==> src/rtl/branch_tracker.sv <==
// In-order tracker for in-flight conditional branches: retires resolved
// branches to the predictor and redirects/flushes fetch on a mispredict.
module branch_tracker #(
    parameter int  DEPTH = 4,
    localparam int TAG_W = $clog2(DEPTH)
) (
    input  logic             clk_i,
    input  logic             reset_ni,
    input  logic             alloc_valid_i,
    input  logic             alloc_pred_taken_i,
    input  logic [31:0]      alloc_target_i,
    input  logic [31:0]      alloc_fallthru_i,
    output logic             alloc_ready_o,
    output logic [TAG_W-1:0] alloc_tag_o,
    input  logic             resolve_valid_i,
    input  logic [TAG_W-1:0] resolve_tag_i,
    input  logic             resolve_taken_i,
    output logic             pred_update_valid_o,
    output logic             pred_update_corr_o,
    output logic             redirect_valid_o,
    output logic [31:0]      redirect_pc_o,
    output logic             flush_o,
    output logic [TAG_W:0]   inflight_count_o
);

    localparam int CNT_W = TAG_W + 1;

    typedef struct packed {
        logic        valid;
        logic        resolved;
        logic        pred_taken;
        logic        actual_taken;
        logic [31:0] target;
        logic [31:0] fallthru;
    } entry_t;

    typedef enum logic {
        RUN,
        FLUSH
    } state_e;

    entry_t     ent_q [DEPTH];
    state_e     state_q, state_d;
    logic [TAG_W-1:0] head_q, tail_q;
    logic [CNT_W-1:0] count_q;

    entry_t head_e, res_e;
    logic   run, head_done, head_mis;
    logic   retire, mispredict;
    logic   alloc_fire, resolve_fire;

    always_comb begin
        head_e       = ent_q[head_q];
        res_e        = ent_q[resolve_tag_i];
        run          = (state_q == RUN);
        head_done    = head_e.valid && head_e.resolved;
        head_mis     = head_e.actual_taken != head_e.pred_taken;
        retire       = run && head_done;
        mispredict   = retire && head_mis;
        // a pending mispredict blocks allocation so the flush sees no new work
        alloc_ready_o = run && (count_q < CNT_W'(DEPTH))
                        && !(head_done && head_mis);
        alloc_fire   = alloc_valid_i && alloc_ready_o;
        resolve_fire = run && resolve_valid_i && res_e.valid
                       && !res_e.resolved && !mispredict;
    end

    assign alloc_tag_o      = tail_q;
    assign inflight_count_o = count_q;

    always_comb begin
        state_d = state_q;
        unique case (state_q)
            RUN:   if (mispredict) state_d = FLUSH;
            FLUSH: state_d = RUN;
        endcase
    end

    always_ff @(posedge clk_i or negedge reset_ni) begin
        if (!reset_ni) begin
            state_q <= RUN;
        end else begin
            state_q <= state_d;
        end
    end

    always_ff @(posedge clk_i or negedge reset_ni) begin
        if (!reset_ni) begin
            for (int i = 0; i < DEPTH; i++) ent_q[i] <= '0;
            head_q  <= '0;
            tail_q  <= '0;
            count_q <= '0;
        end else if (mispredict) begin
            for (int i = 0; i < DEPTH; i++) ent_q[i].valid <= 1'b0;
            head_q  <= '0;
            tail_q  <= '0;
            count_q <= '0;
        end else begin
            if (resolve_fire) begin
                ent_q[resolve_tag_i].resolved     <= 1'b1;
                ent_q[resolve_tag_i].actual_taken <= resolve_taken_i;
            end
            if (retire) begin
                ent_q[head_q].valid <= 1'b0;
                head_q <= head_q + TAG_W'(1);
            end
            if (alloc_fire) begin
                ent_q[tail_q] <= '{
                    valid:        1'b1,
                    resolved:     1'b0,
                    pred_taken:   alloc_pred_taken_i,
                    actual_taken: 1'b0,
                    target:       alloc_target_i,
                    fallthru:     alloc_fallthru_i
                };
                tail_q <= tail_q + TAG_W'(1);
            end
            count_q <= count_q + CNT_W'(alloc_fire) - CNT_W'(retire);
        end
    end

    always_ff @(posedge clk_i or negedge reset_ni) begin
        if (!reset_ni) begin
            pred_update_valid_o <= 1'b0;
            pred_update_corr_o  <= 1'b0;
            redirect_valid_o    <= 1'b0;
            flush_o             <= 1'b0;
            redirect_pc_o       <= '0;
        end else begin
            pred_update_valid_o <= retire;
            pred_update_corr_o  <= retire && !head_mis;
            redirect_valid_o    <= mispredict;
            flush_o             <= mispredict;
            if (mispredict) begin
                redirect_pc_o <= head_e.actual_taken ? head_e.target
                                                     : head_e.fallthru;
            end
        end
    end

endmodule

==> config.mk <==
export PLATFORM = sky130hd
export DESIGN_NAME = branch_tracker
export DESIGN_NICKNAME = d
export VERILOG_FILES = /design/src/rtl/branch_tracker.sv
export SDC_FILE = /design/constraint.sdc
export NUM_CORES = 1
export LEC_CHECK = 0
export ABC_CLOCK_PERIOD_IN_PS = 4700
export BUFFER_PORTS_ARGS = -buffer_cell sky130_fd_sc_hd__clkbuf_2
export CAP_MARGIN = 20
export CORE_ASPECT_RATIO = 0.5
export CORE_MARGIN = 2
export CORE_UTILIZATION = 30
export DETAILED_ROUTE_END_ITERATION = 8
export PLACE_DENSITY = 0.51
export SYNTH_ARGS = -nofsm -noshare
export SYNTH_HDL_FRONTEND = slang
export SYNTH_SLANG_ARGS = --single-unit
==> constraint.sdc <==
create_clock -name clk_i -period 4.7 [get_ports clk_i]
set_clock_uncertainty 0.05 [all_clocks]
set_input_delay 0.235 -clock clk_i [delete_from_list [all_inputs] [get_ports clk_i]]
set_output_delay 0.235 -clock clk_i [all_outputs]
set_load 0.03 [all_outputs]
Word-level counts from Yosys, hierarchy flattened
Index checks and enable logic that the tools add are counted.
W data, S select, Z words.

cells by class
  add/sub/neg operators = 4
  order comparisons = 7
  equality and inequality tests = 1
  muxes and demuxes = 35
  bitwise logic cells = 4
  reductions and logical operators = 21

operators by type and width
  kind                   number
  $mux W272              5
  $bwmux W272            4
  $demux W68 S2          4
  $mux W68               6
  $bmux W68 S2           2
  $mux W67               1
  $mux W65               1
  $mux W32               1
  $logic_and A1 B1 Y1    15
  $ge A3 B3 Y1 const B   3
  $lt A3 B1 Y1 const B   3
  $not A2 Y3             3
  $mux W2                4
  $mux W1                5
  $add A2 B1 Y2 const B  2
  $logic_not A1 Y1       4
  $reduce_bool A2 Y1     2
  $add A3 B1 Y3          1
  $lt A3 B3 Y1 const B   1
  $mux W3                1
  $sub A3 B1 Y3          1
  $pmux W1 S2            1
  $ne A1 B1 Y1           1
  $not A1 Y1             1

word-level totals
  flip-flop bits (word level) = 315
  bits of input ports = 72
  output and inout port bits = 42
  logic and storage cells = 104

Depth between registers and ports, before layout
  word-level depth = 17
  depth in mapped cells = 13
  mapped depth without buffers = 12

Worst setup path after synthesis
OpenSTA, ideal clock, no wires.

  path kind = reg2reg
  start = register head_q[0]
  end = register count_q[2], in the netlist inflight_count_o[2]
  library setup time = 0.119 ns
  data arrival time = 2.873 ns
  slack = 1.657 ns
  cell stages (with the launch flop) = 14
  buffers on the path = 2
  clock period less this slack = 3.043 ns
  path through = dfrtp_1 mux4_2 buf_4 xnor2_2 buf_4 o21ai_0 ha_1 inv_1 ha_1 inv_1 fa_1 xor2_1 xnor2_1 nor2_1

on the way
  cells in the longest elaborated chain, start to end = 12

RTL lines
  item                                                 line    text
  from (decl)                                          44      logic [TAG_W-1:0] head_q, tail_q;
  from (signal assigned)                               105     head_q <= head_q + TAG_W'(1);
  $not A2 Y3 (not written as such) *                   53      head_e = ent_q[head_q];
  $bmux W68 S2 *                                       53
  $mux W68 (not written as such) * (2 in a row)        53
  $ne A1 B1 Y1 or $logic_and A1 B1 Y1 (tied branches)  57, 56
  $logic_and A1 B1 Y1                                  62      && !(head_done && head_mis);
  $logic_not A1 Y1                                     62
  $logic_and A1 B1 Y1                                  62
  $logic_and A1 B1 Y1                                  63      alloc_fire = alloc_valid_i && alloc_ready_o;
  $add A3 B1 Y3                                        118     count_q <= count_q + CNT_W'(alloc_fire) - CNT_W'(retire);
  $sub A3 B1 Y3                                        118
  $mux W3 *                                            93      end else if (mispredict) begin
  to (signal assigned)                                 118
  to (decl)                                            45      logic [CNT_W-1:0] count_q;

Mark *: on every way between the ends. The rest lies on a longest branch, timed or not. The select of a mux whose other input is x is not followed.
A chain may end at the register's enable or synchronous reset.

Final worst setup path
Ends and elaborated chain as after synthesis.

==> results_dict.tcl <==
set metrics [dict create \
    cp-startpoint "head_q[0]" \
    synthCells 864 \
    grt_pass1_wl_um 51400 \
    antenna_found_initial 0 \
    busiest_layer "met2" \
    initial_core_util 0.303 \
    place_ws_ns 0.937 \
    nFillCells 4463 \
    clk_latency_ns 0.51 \
    synthArstFlopShare 1.00 \
    worst_ir_drop_vdd_uv 419 \
    portBuffers 113 \
    yosysSeqAreaShare 0.558 \
    min_period_over_period 0.793 \
    fp-row-count 56 \
    cts_buffers 35 \
    critical_path.max_fanout 17 \
    ios 114 \
    wl_per_cell_um 18.9 \
    dieArea_mm2 0.0489 \
    slew_headroom 0.351 \
    drcViolationCount 0 \
    place.gp.congestion 0.779 \
    cts_resized 0 \
    stdcell_area_mm2 0.0173 \
    hold_buffers 68 \
    syn_avg_cell_area_um2 16.3 \
    synthTopCellsByArea "dfrtp_1 56%, mux2_2 24%, mux4_2 11%" \
    core_area_mm2 0.0467 \
    cts_tree "built" \
    firstDrtPassIters 4 \
    htree_levels 2 \
    vias_per_cell 4.70 \
    tightest_slew_ns 0.973 \
    tns_ns 0 \
    synth-edff-count 0 \
    critPathKind "flip-flop to flip-flop" \
    p_per_area_mw_per_mm2 728 \
    max_cap_violations 0 \
    synth-main-ff-cell "dfrtp_1" \
    endpoint_kind "flip-flop" \
    required_ns 5.01 \
    startpoint_type "flip-flop" \
    p_int_mw 8.51 \
    use_met3 0.0236 \
    post_dp_cell_area_mm2 0.0154 \
    slowest_stage "xnor2_2" \
    clk_pin_slew_ns 0.06 \
    cp.buffers_inverters 2 \
    vias 8024 \
    cp_data_arrival_time_ns 4.04 \
    ys_ff_latch 315 \
    grt_util_met2 0.237 \
    synth_cell_type_count 45 \
    clockBufferDepth 3 \
    dp_hpwl_um 19300 \
    drive_above_1_share 0.524 \
    switching_power_mw 4.05 \
    clkPwrFrac 0.219 \
    post-cts-setup-buffers 0 \
    rsz0062_at_grt "no" \
    syn_area_mm2 0.0141 \
    rrSetupSlack_ns 0.97 \
    max_freq_mhz 268 \
    power_leakage_nw 7.42 \
    finalNetCount 1127 \
    yosysWarningCount 0 \
    hold_viol_final 0 \
    fin_cells 1706 \
    die_x_um 311 \
    path_cells "mux4_2 -> xnor2_2 -> o21ai_0 -> ha_1 -> inv_1 -> ha_1 -> inv_1 -> fa_1 -> xor2_1 -> xnor2_1 -> nor2_1" \
    path_depth 11 \
    drv_slew 0 \
    critical_path.top_delay_family "XOR/XNOR gates" \
    regToRegEndpoint "inflight_count_o[2]" \
    fin_util 0.370 \
    groute.usage.overall 0.135 \
    status "complete, no violations" \
    drt_iter0_drc 423 \
    worst_slack_ns 0.972 \
    combPwrFrac 0.398 \
    use_met1 0.172 \
    max_stage_delay_ns 0.66 \
    grt_start_max_net_pins 111 \
    seqPwrFrac 0.384 \
    reg2reg_from "head_q[0]" \
    cts_sinks 315 \
    grt_pass1_vias 8840 \
    yosysTopAreaCell "dfrtp_1" \
    synth_top_cell_area_share 0.558 \
    wirelength_um 32300 \
    power.total_mw 12.6 \
    synth_nets 947 \
    swShare 0.323 \
    holdWs_ns 0.0945 \
    gr-total-overflow 0 \
    areaGrowthSynthToFinish_pct 22.2 \
    diodes 0 \
    ctsRootBufferMaster "clkbuf_16" \
    die-height_um 157 \
    r2r_cells 11 \
    crit_end "inflight_count_o[2]" \
    ant_nets 0 \
    setup_violations 0 \
    placed_cells 1577 \
    min_period_ns 3.73 \
    hold_class "input port to flip-flop" \
]
## cells in the final DEF, fill, tap and decap left out, types with 2 or more instances in the layout
cell type	count
o211ai_1	2
nor2_1	3
ha_1	10
clkbuf_2	112
nor2b_1	2
nor3_1	4
o211a_1	2
dlygate4sd3_1	68
nor4bb_1	2
a21o_1	3
clkbuf_1	9
a21boi_0	5
a31oi_1	4
o21a_1	4
clkbuf_16	37
o21ai_0	3
o2111ai_1	3
mux2_2	298
inv_1	9
buf_4	12
mux4_2	68
clkinv_2	3
o211ai_4	2
buf_12	5
dfrtp_1	313
clkbuf_8	11
and2_1	5
nand2_1	10
a21oi_1	6
nand3_1	3
mux2_1	28
## synthesized netlist by cell type, drive strengths merged, types with 2 or more instances
master	instances
ha	10
nand3	3
dfrtp	315
and2	5
nor2b	2
a31oi	4
nand2	10
clkbuf	13
o2111ai	3
inv	10
o21a	4
mux2	326
o211ai	4
xor2	2
a21boi	6
a21o	4
nor3	5
nor2	3
a21oi	7
mux4	68
o211a	2
buf	42
xnor2	2
o21ai	4
nor4bb	2
## state kept, by name, summed over array words and instances, names as in the netlist
name,count
pred_update_corr_o,1
pred_update_valid_o,1
alloc_tag_o,2
head_q,2
ent_q,272
inflight_count_o,3
state_q,1
flush_o,1
redirect_pc_o,32
## worst reg2reg max path, cell delays in order, from the launching register on
cell	delay, ns
dfrtp_4	0.64
mux4_2	0.64
xnor2_2	0.66
o21ai_0	0.26
ha_1	0.33
inv_1	0.05
ha_1	0.13
inv_1	0.05
fa_1	0.40
xor2_1	0.18
xnor2_1	0.14
nor2_1	0.06
## how the worst min path moves through the flow
stage                                 from               end  slack (ns)  depth (start not counted)
after floorplan                   reset_ni    alloc_tag_o[0]       -0.11                          0
after global placement            reset_ni  redirect_pc_o[5]        0.27                          1
after detailed placement          reset_ni  redirect_pc_o[5]        0.30                          1
after CTS                 resolve_tag_i[1]        ent_q[268]        0.06                          4
after global routing      resolve_tag_i[1]        ent_q[268]        0.09                          4
final                     resolve_tag_i[1]        ent_q[268]        0.09                          4
## power groups by stage
stage	sequential, mW	combinational, mW	clock, mW
floorplan	4.91	3.67	0
global placement	4.79	4.94	0
detailed placement	4.87	5.03	0
CTS	4.83	5.10	2.83
global route	5.00	5.42	2.95
finish	4.82	5.00	2.75
## kinds of logic (layout without fill, tap and decap cells)
group | after synthesis | after routing | share of synthesized area
compound gates | 41 | 41 | 0.0217
xor+xnor | 4 | 4 | 0.00355
fa+ha+maj | 11 | 11 | 0.0103
buf+inv | 65 | 269 | 0.0238
flops | 315 | 315 | 0.558
mux | 394 | 394 | 0.368
simple gates | 34 | 34 | 0.0138
## routing by layer
layer  wire length, um  vias up
met5                 0        -
met3               955       42
met2             16200       71
li1                  -     3589
met1             14600     4322
met4               569        0
## area by class of cell
type | instances | area (um^2) | share of cell area
well taps | 638 | 798 | 0.0463
repair buffers | 198 | 1450 | 0.0838
inverters | 10 | 37.5 | 0.00218
multi-input cells | 484 | 5930 | 0.343
clock inverters | 4 | 45.0 | 0.00261
clock buffers | 57 | 1110 | 0.0644
flip-flops and latches | 315 | 7890 | 0.457
Note: power is estimated with default switching activity, not from simulation.
